## config.mk

```make
export PLATFORM = sky130hd
export DESIGN_NAME = sfx_sequencer_flat
export DESIGN_NICKNAME = d
export VERILOG_FILES = /design/src/rtl/sfx_sequencer_if.sv /design/src/rtl/sfx_sequencer.sv /design/src/flat_wrapper.sv
export SDC_FILE = /design/constraint.sdc
export NUM_CORES = 1
export LEC_CHECK = 0
export CORE_MARGIN = 2
export CORE_UTILIZATION = 49
export CTS_CLUSTER_DIAMETER = 50
export CTS_CLUSTER_SIZE = 12
export DETAILED_ROUTE_END_ITERATION = 12
export PLACE_DENSITY_LB_ADDON = 0.1
export REMOVE_ABC_BUFFERS = 1
export SETUP_SLACK_MARGIN = 0.4
export SLEW_MARGIN = 25
export SYNTH_ARGS = -nofsm -noshare
export SYNTH_HDL_FRONTEND = slang
export SYNTH_SLANG_ARGS = --single-unit
export TNS_END_PERCENT = 10
```

## constraint.sdc

```tcl
create_clock -name clk -period 2.6 [get_ports clk]
set_input_delay 0.65 -clock clk [delete_from_list [all_inputs] [get_ports clk]]
set_output_delay 0.65 -clock clk [all_outputs]
set_load 0.02 [all_outputs]
```

## src/rtl/sfx_sequencer_if.sv

```systemverilog
// Bus between the game logic / sample clock and the sound-effect sequencer.
// The master side raises effect triggers and supplies the sample strobe;
// the slave side (the sequencer) drives the synth half-period and enable.
interface sfx_sequencer_if;
  logic        sample_trigger;
  logic [3:0]  trigger;
  logic [15:0] half_period;
  logic        enable;
  logic        busy;
  logic [1:0]  effect_id;

  modport master (
    output sample_trigger,
    output trigger,
    input  half_period,
    input  enable,
    input  busy,
    input  effect_id
  );

  modport slave (
    input  sample_trigger,
    input  trigger,
    output half_period,
    output enable,
    output busy,
    output effect_id
  );
endinterface

```

## src/rtl/sfx_sequencer.sv

```systemverilog
// Sound-effect sequencer: plays a short fixed note sequence per effect by
// feeding half-period / enable to the square-wave synth. Each step holds its
// half-period for a set number of sample strobes. Higher effect indices
// preempt lower ones; an equal index restarts the current effect.
module sfx_sequencer #(
  parameter int DUR_WIDTH = 12,
  parameter int MAX_STEPS = 4
) (
  input logic           clk,
  input logic           reset,
  sfx_sequencer_if.slave bus
);

  localparam int STEP_W = (MAX_STEPS > 1) ? $clog2(MAX_STEPS) : 1;

  typedef enum logic {IDLE, PLAY} state_t;

  typedef struct packed {
    logic [15:0]          hp;
    logic [DUR_WIDTH-1:0] dur;
    logic                 last;
  } entry_t;

  state_t               state;
  logic [STEP_W-1:0]    step;
  logic [DUR_WIDTH-1:0] counter;
  logic [15:0]          half_period;
  logic                 enable;
  logic [1:0]           effect_id;

  logic [1:0]           cand;
  logic                 has_cand;
  logic                 accept;
  logic [STEP_W-1:0]    step_next;
  logic                 final_step;
  entry_t               start_entry;
  entry_t               cur_entry;
  entry_t               next_entry;

  function automatic entry_t mk(input int hp, input int dur, input logic last);
    entry_t e;
    e.hp   = 16'(hp);
    e.dur  = DUR_WIDTH'(dur);
    e.last = last;
    return e;
  endfunction

  // Effect table; entries outside a sequence read as a silent one-tick last step.
  // A zero duration is stretched to one tick so every step consumes a strobe.
  function automatic entry_t lookup(input logic [1:0] eff, input logic [STEP_W-1:0] stp);
    entry_t e;
    e = mk(0, 1, 1'b1);
    case (eff)
      2'd0: if (int'(stp) == 0) e = mk(100, 200, 1'b1);
      2'd1: begin
        if (int'(stp) == 0) e = mk(80, 100, 1'b0);
        else if (int'(stp) == 1) e = mk(60, 100, 1'b1);
      end
      2'd2: if (int'(stp) == 0) e = mk(150, 50, 1'b1);
      default: begin
        if (int'(stp) == 0) e = mk(200, 300, 1'b0);
        else if (int'(stp) == 1) e = mk(250, 300, 1'b0);
        else if (int'(stp) == 2) e = mk(300, 300, 1'b0);
        else if (int'(stp) == 3) e = mk(400, 600, 1'b1);
      end
    endcase
    if (e.dur == '0) e.dur = DUR_WIDTH'(1);
    return e;
  endfunction

  // Pick the highest requested effect and decide whether it may start now.
  always_comb begin
    cand     = 2'd0;
    has_cand = 1'b0;
    for (int i = 0; i < 4; i++) begin
      if (bus.trigger[i]) begin
        cand     = 2'(i);
        has_cand = 1'b1;
      end
    end
    accept      = has_cand && ((state == IDLE) || (cand >= effect_id));
    step_next   = step + STEP_W'(1);
    start_entry = lookup(cand, '0);
    cur_entry   = lookup(effect_id, step);
    next_entry  = lookup(effect_id, step_next);
    final_step  = cur_entry.last || (int'(step) == MAX_STEPS - 1);
  end

  // Sequencer FSM: start/restart/preempt on acceptance, otherwise count strobes
  // through the steps and fall back to idle after the last one.
  always_ff @(posedge clk) begin
    if (reset) begin
      state       <= IDLE;
      step        <= '0;
      counter     <= '0;
      half_period <= '0;
      enable      <= 1'b0;
      effect_id   <= 2'd0;
    end else if (accept) begin
      state       <= PLAY;
      step        <= '0;
      counter     <= start_entry.dur;
      half_period <= start_entry.hp;
      enable      <= 1'b1;
      effect_id   <= cand;
    end else if ((state == PLAY) && bus.sample_trigger) begin
      if (counter > DUR_WIDTH'(1)) begin
        counter <= counter - DUR_WIDTH'(1);
      end else if (!final_step) begin
        step        <= step_next;
        counter     <= next_entry.dur;
        half_period <= next_entry.hp;
      end else begin
        state  <= IDLE;
        enable <= 1'b0;
      end
    end
  end

  assign bus.half_period = half_period;
  assign bus.enable      = enable;
  assign bus.busy        = enable;
  assign bus.effect_id   = effect_id;

endmodule
```

## src/flat_wrapper.sv

```systemverilog
// flat-port wrapper written by rule: the top's interface ports become plain ports
module sfx_sequencer_flat 
#(
  parameter int DUR_WIDTH = 12,
  parameter int MAX_STEPS = 4
)
  (clk, reset, bus_sample_trigger, bus_trigger, bus_half_period, bus_enable, bus_busy, bus_effect_id);
  sfx_sequencer_if bus_i ();
  input logic clk;
  input logic reset;
  input wire logic [$bits(bus_i.sample_trigger)-1:0] bus_sample_trigger;
  input wire logic [$bits(bus_i.trigger)-1:0] bus_trigger;
  output wire logic [$bits(bus_i.half_period)-1:0] bus_half_period;
  output wire logic [$bits(bus_i.enable)-1:0] bus_enable;
  output wire logic [$bits(bus_i.busy)-1:0] bus_busy;
  output wire logic [$bits(bus_i.effect_id)-1:0] bus_effect_id;
  assign bus_i.sample_trigger = bus_sample_trigger;
  assign bus_i.trigger = bus_trigger;
  assign bus_half_period = bus_i.half_period;
  assign bus_enable = bus_i.enable;
  assign bus_busy = bus_i.busy;
  assign bus_effect_id = bus_i.effect_id;
  sfx_sequencer #(.DUR_WIDTH(DUR_WIDTH), .MAX_STEPS(MAX_STEPS)) u_core (.clk(clk), .reset(reset), .bus(bus_i));
endmodule
```

==> metrics.md <==
| Metric | Value |
|---|---|
| Max Cap Violations | `0` |
| Gate Count Post-Synth | `250` |
| Fin. max-slew vios | `0` |
| Hold path depth | `2` |
| Die H | `66.8 um` |
| Total iterations of the first detailed-routing run | `4` |
| CP Data Arrival Time | `roughly 2.4 ns` |
| Grt ovf | `0` |
| Synthesis-stage register bit count | `25` |
| Worst-case clock skew | `~0.0023 ns` |
| Crit share post-route | `between 80 and 90%` |
| Count of cell types in the netlist | `50` |
| CTS max path bufs | `2` |
| Worst vdd ir | `between 200 and 300 uV` |
| Setup TNS Final | `0 ns` |
| Top Family by Delay on Critical Path | `simple AND/OR/NAND/NOR gates` |
| Most common cell after layout, fill and taps aside | `buf_4` |
| Largest family of logic cells by synthesized area | `simple AND/OR/NAND/NOR gates` |
| Unrepaired setup endpoints after global routing | `yes` |
| Reg2Reg Depth | `6` |
| Clk sinks | `25` |
| Fmax | `about 450 MHz` |
| Asr flop ratio synth | `0%` |
| Die area | `approximately 4500 um^2` |
| Core ar. | `roughly 3700 um^2` |
| Detail Placement HPWL | `between 3000 and 4000 um` |
| Total CTS buffers | `3` |
| Leak | `0.000973 uW` |
| CTS tree | `yes` |
| Post-Synth XOR/XNOR Area | `approximately 2.3%` |
| Post-route ant nets | `0` |
| Vias in the first global route | `approximately 1800` |
| Main synth FF type | `dfxtp_1` |
| Cell area after synthesis | `1930 um^2` |
| Area grow syn2layout | `27.2%` |
| Initial drt markers | `109` |
| Crit. End Element | `flip-flop` |
| Slowest CP cell | `or4_1` |
| Initial antenna violation count | `0` |
| Routed vias/inst | `between 5 and 6` |
| Cell Rows | `22` |
| Crit path kind | `input pin to flip-flop` |
| Pre-CTS setup slack | `-0.128 ns` |
| Largest net degree at the start of global routing | `20` |
| Most frequent cells in the layout | `28 x buf_4, 22 x dfxtp_1, 21 x nand2_1, 20 x nor2_1, 20 x a21oi_1` |
| YS warnings | `0` |
| Clk slew on worst S/H paths | `approximately 0.1 ns` |
| Vias | `about 2000` |
| Post-synthesis mux area share | `~3.3%` |
| Post-synthesis sequential area ratio | `25.9%` |
| Gpl congestion | `0.877` |
| Proportion of layout cells with a drive suffix above 1 | `between 20% and 30%` |
| Simple-gate share of the synthesized area | `~24%` |
| Diodes inserted | `0` |
| Worst EP required | `2.83 ns` |
| Clock tree root buffer cell | `clkbuf_8` |
| Fin. Hold Viols | `0` |
| WP buf/inv | `3` |
| NumNets Final | `roughly 320` |
| Overall Global Routing Usage | `roughly a quarter` |
| CP Depth | `9` |
| Min-Delay Path Class | `flip-flop to flip-flop` |
| Complex-gate fraction of the synthesized area | `24.0%` |
| DRC violation count after routing | `0` |
| PwrDens | `roughly 480 nW/um^2` |
| Status | `finished, final reports clean` |
| Final setup fails | `0` |
| Worst setup margin | `~0.40 ns` |
| Slowest cell delay on critical path | `between 0.4 and 0.5 ns` |
| Startpoint class of the critical path | `input pin` |
| Synth Area per Inst | `a little under 8 um^2` |
| Adder-cell area share of the yosys netlist | `a little under an eighth` |
| Final min period | `~2.2 ns` |
| Hold Buf Count CTS | `0` |
| Die X | `approximately 67 um` |
| Critical-path cell list | `dlygate4sd2_1 -> nor2_2 -> inv_1 -> ha_1 -> o21ai_2 -> a32o_2 -> buf_6 -> or4_1 -> o21ai_1` |
| First-pass GRT wire length | `around 8500 um` |
| PortBufs | `18` |
| Routed wire per std cell | `16.0 um` |
| Starting Density | `52.0%` |
| Htree depth | `1` |
| CP Max Fanout | `6` |
| Clk_lat worst skew | `between 0.2 and 0.3 ns` |
| EDFF count, synth | `0` |
| Top Ports | `27` |
| Drt total wl | `around 5400 um` |
-- cell type report --
| class | count | area (um^2) |
|---|---|---|
| Sequential cell | 25 | 504 |
| Inverter | 12 | 45.0 |
| Clock buffer | 3 | 41.3 |
| Multi-Input combinational cell | 199 | 1380 |
| Fill cell | 344 | 1260 |
| Clock inverter | 1 | 8.76 |
| Tap cell | 48 | 60.1 |
| Timing Repair Buffer | 49 | 422 |
-- tightest hold or removal path: stages, from the launching register on --
cell and delay, ns:
dfxtp_1 0.32, nand2_1 0.05, a21oi_1 0.05
-- where the power goes --
| part | switching, uW | internal (uW) | total, uW | leakage [uW] |
|---|---|---|---|---|
| Clock | 147 | 113 | 260 | 0.0000261 |
| Combinational | 266 | 208 | 474 | 0.000740 |
| Sequential | 31.6 | 412 | 444 | 0.000207 |
| Total | 444 | 733 | 1180 | 0.000973 |
-- flip-flops by register name, indices dropped and copies added (netlist names) --
register / cells
u_core.step: 2
u_core.counter: 12
u_core.state: 1
u_core.bus.effect_id: 2
u_core.bus.half_period: 8
-- kinds of logic (layout without fill, tap and decap cells) --
group                      after synthesis  after routing
other                                    1              8
adders and majority gates               18             18
AOI/OAI and AO/OA                       69             69
DFF                                     25             25
buffers and inverters                   33             65
and+or+nand+nor                         94             94
muxes                                    5              5
xor gates and xnor gates                 5              5
-- metrics by stage --
stage	hold WS (ns)	total power (uW)	util, %	cell area, um^2	std cells
floorplan	0.469	699	-	1840	236
finish	0.451	1180	66.1	2460	337
detailed placement	0.442	863	61.2	2280	328
global placement	0.439	862	61.2	2280	328
CTS	0.456	1130	63.4	2350	332
global route	0.469	1240	66.1	2460	337
-- final timing paths --
path / from / to / slack (ns)
min reg2reg: u_core.bus.half_period[8] / u_core.bus.half_period[8] / 0.45
max: bus_trigger[2] / u_core.bus.half_period[2] / 0.40
max reg2reg: u_core.counter[6] / u_core.counter[7] / 0.41
min: u_core.bus.half_period[8] / u_core.bus.half_period[8] / 0.45
-- per-layer routing --
layer  global-route usage (%)  up-vias  routed length (um)
met1                     34.4      933                2360
met5                        0        -                   0
met4                     7.40        0                 111
met2                     40.4       84                2590
li1                         -      968                   -
met3                     3.21       11                 346
-- repair_timing --
action | CTS | global route
pin swaps | 2 | 7
buffers inserted | 0 | 5
endpoints found under the setup margin | 23 | 22
cloned | 0 | 0
gates resized for setup | 14 | 20
-- cell usage after synthesis, types with 3 or more instances --
master	n	share of area (%)
nor3b_1	3	1.2
or3_1	4	1.3
nand3_1	5	1.3
xor2_1	3	1.4
o211ai_1	5	1.9
nand4_1	5	1.6
clkbuf_1	8	1.6
a211oi_1	6	2.3
buf_4	9	3.5
o31ai_1	3	1.2
dfxtp_1	25	26
and2_1	3	0.97
buf_2	4	1.0
mux2i_1	3	1.6
ha_1	18	12
a21oi_1	21	5.4
a311oi_1	3	1.4
nor2_1	25	4.9
nand2_1	21	4.1
o21ai_0	16	4.1
nor3_1	16	4.1
inv_1	12	2.3
(Power assumes the default switching activity.)
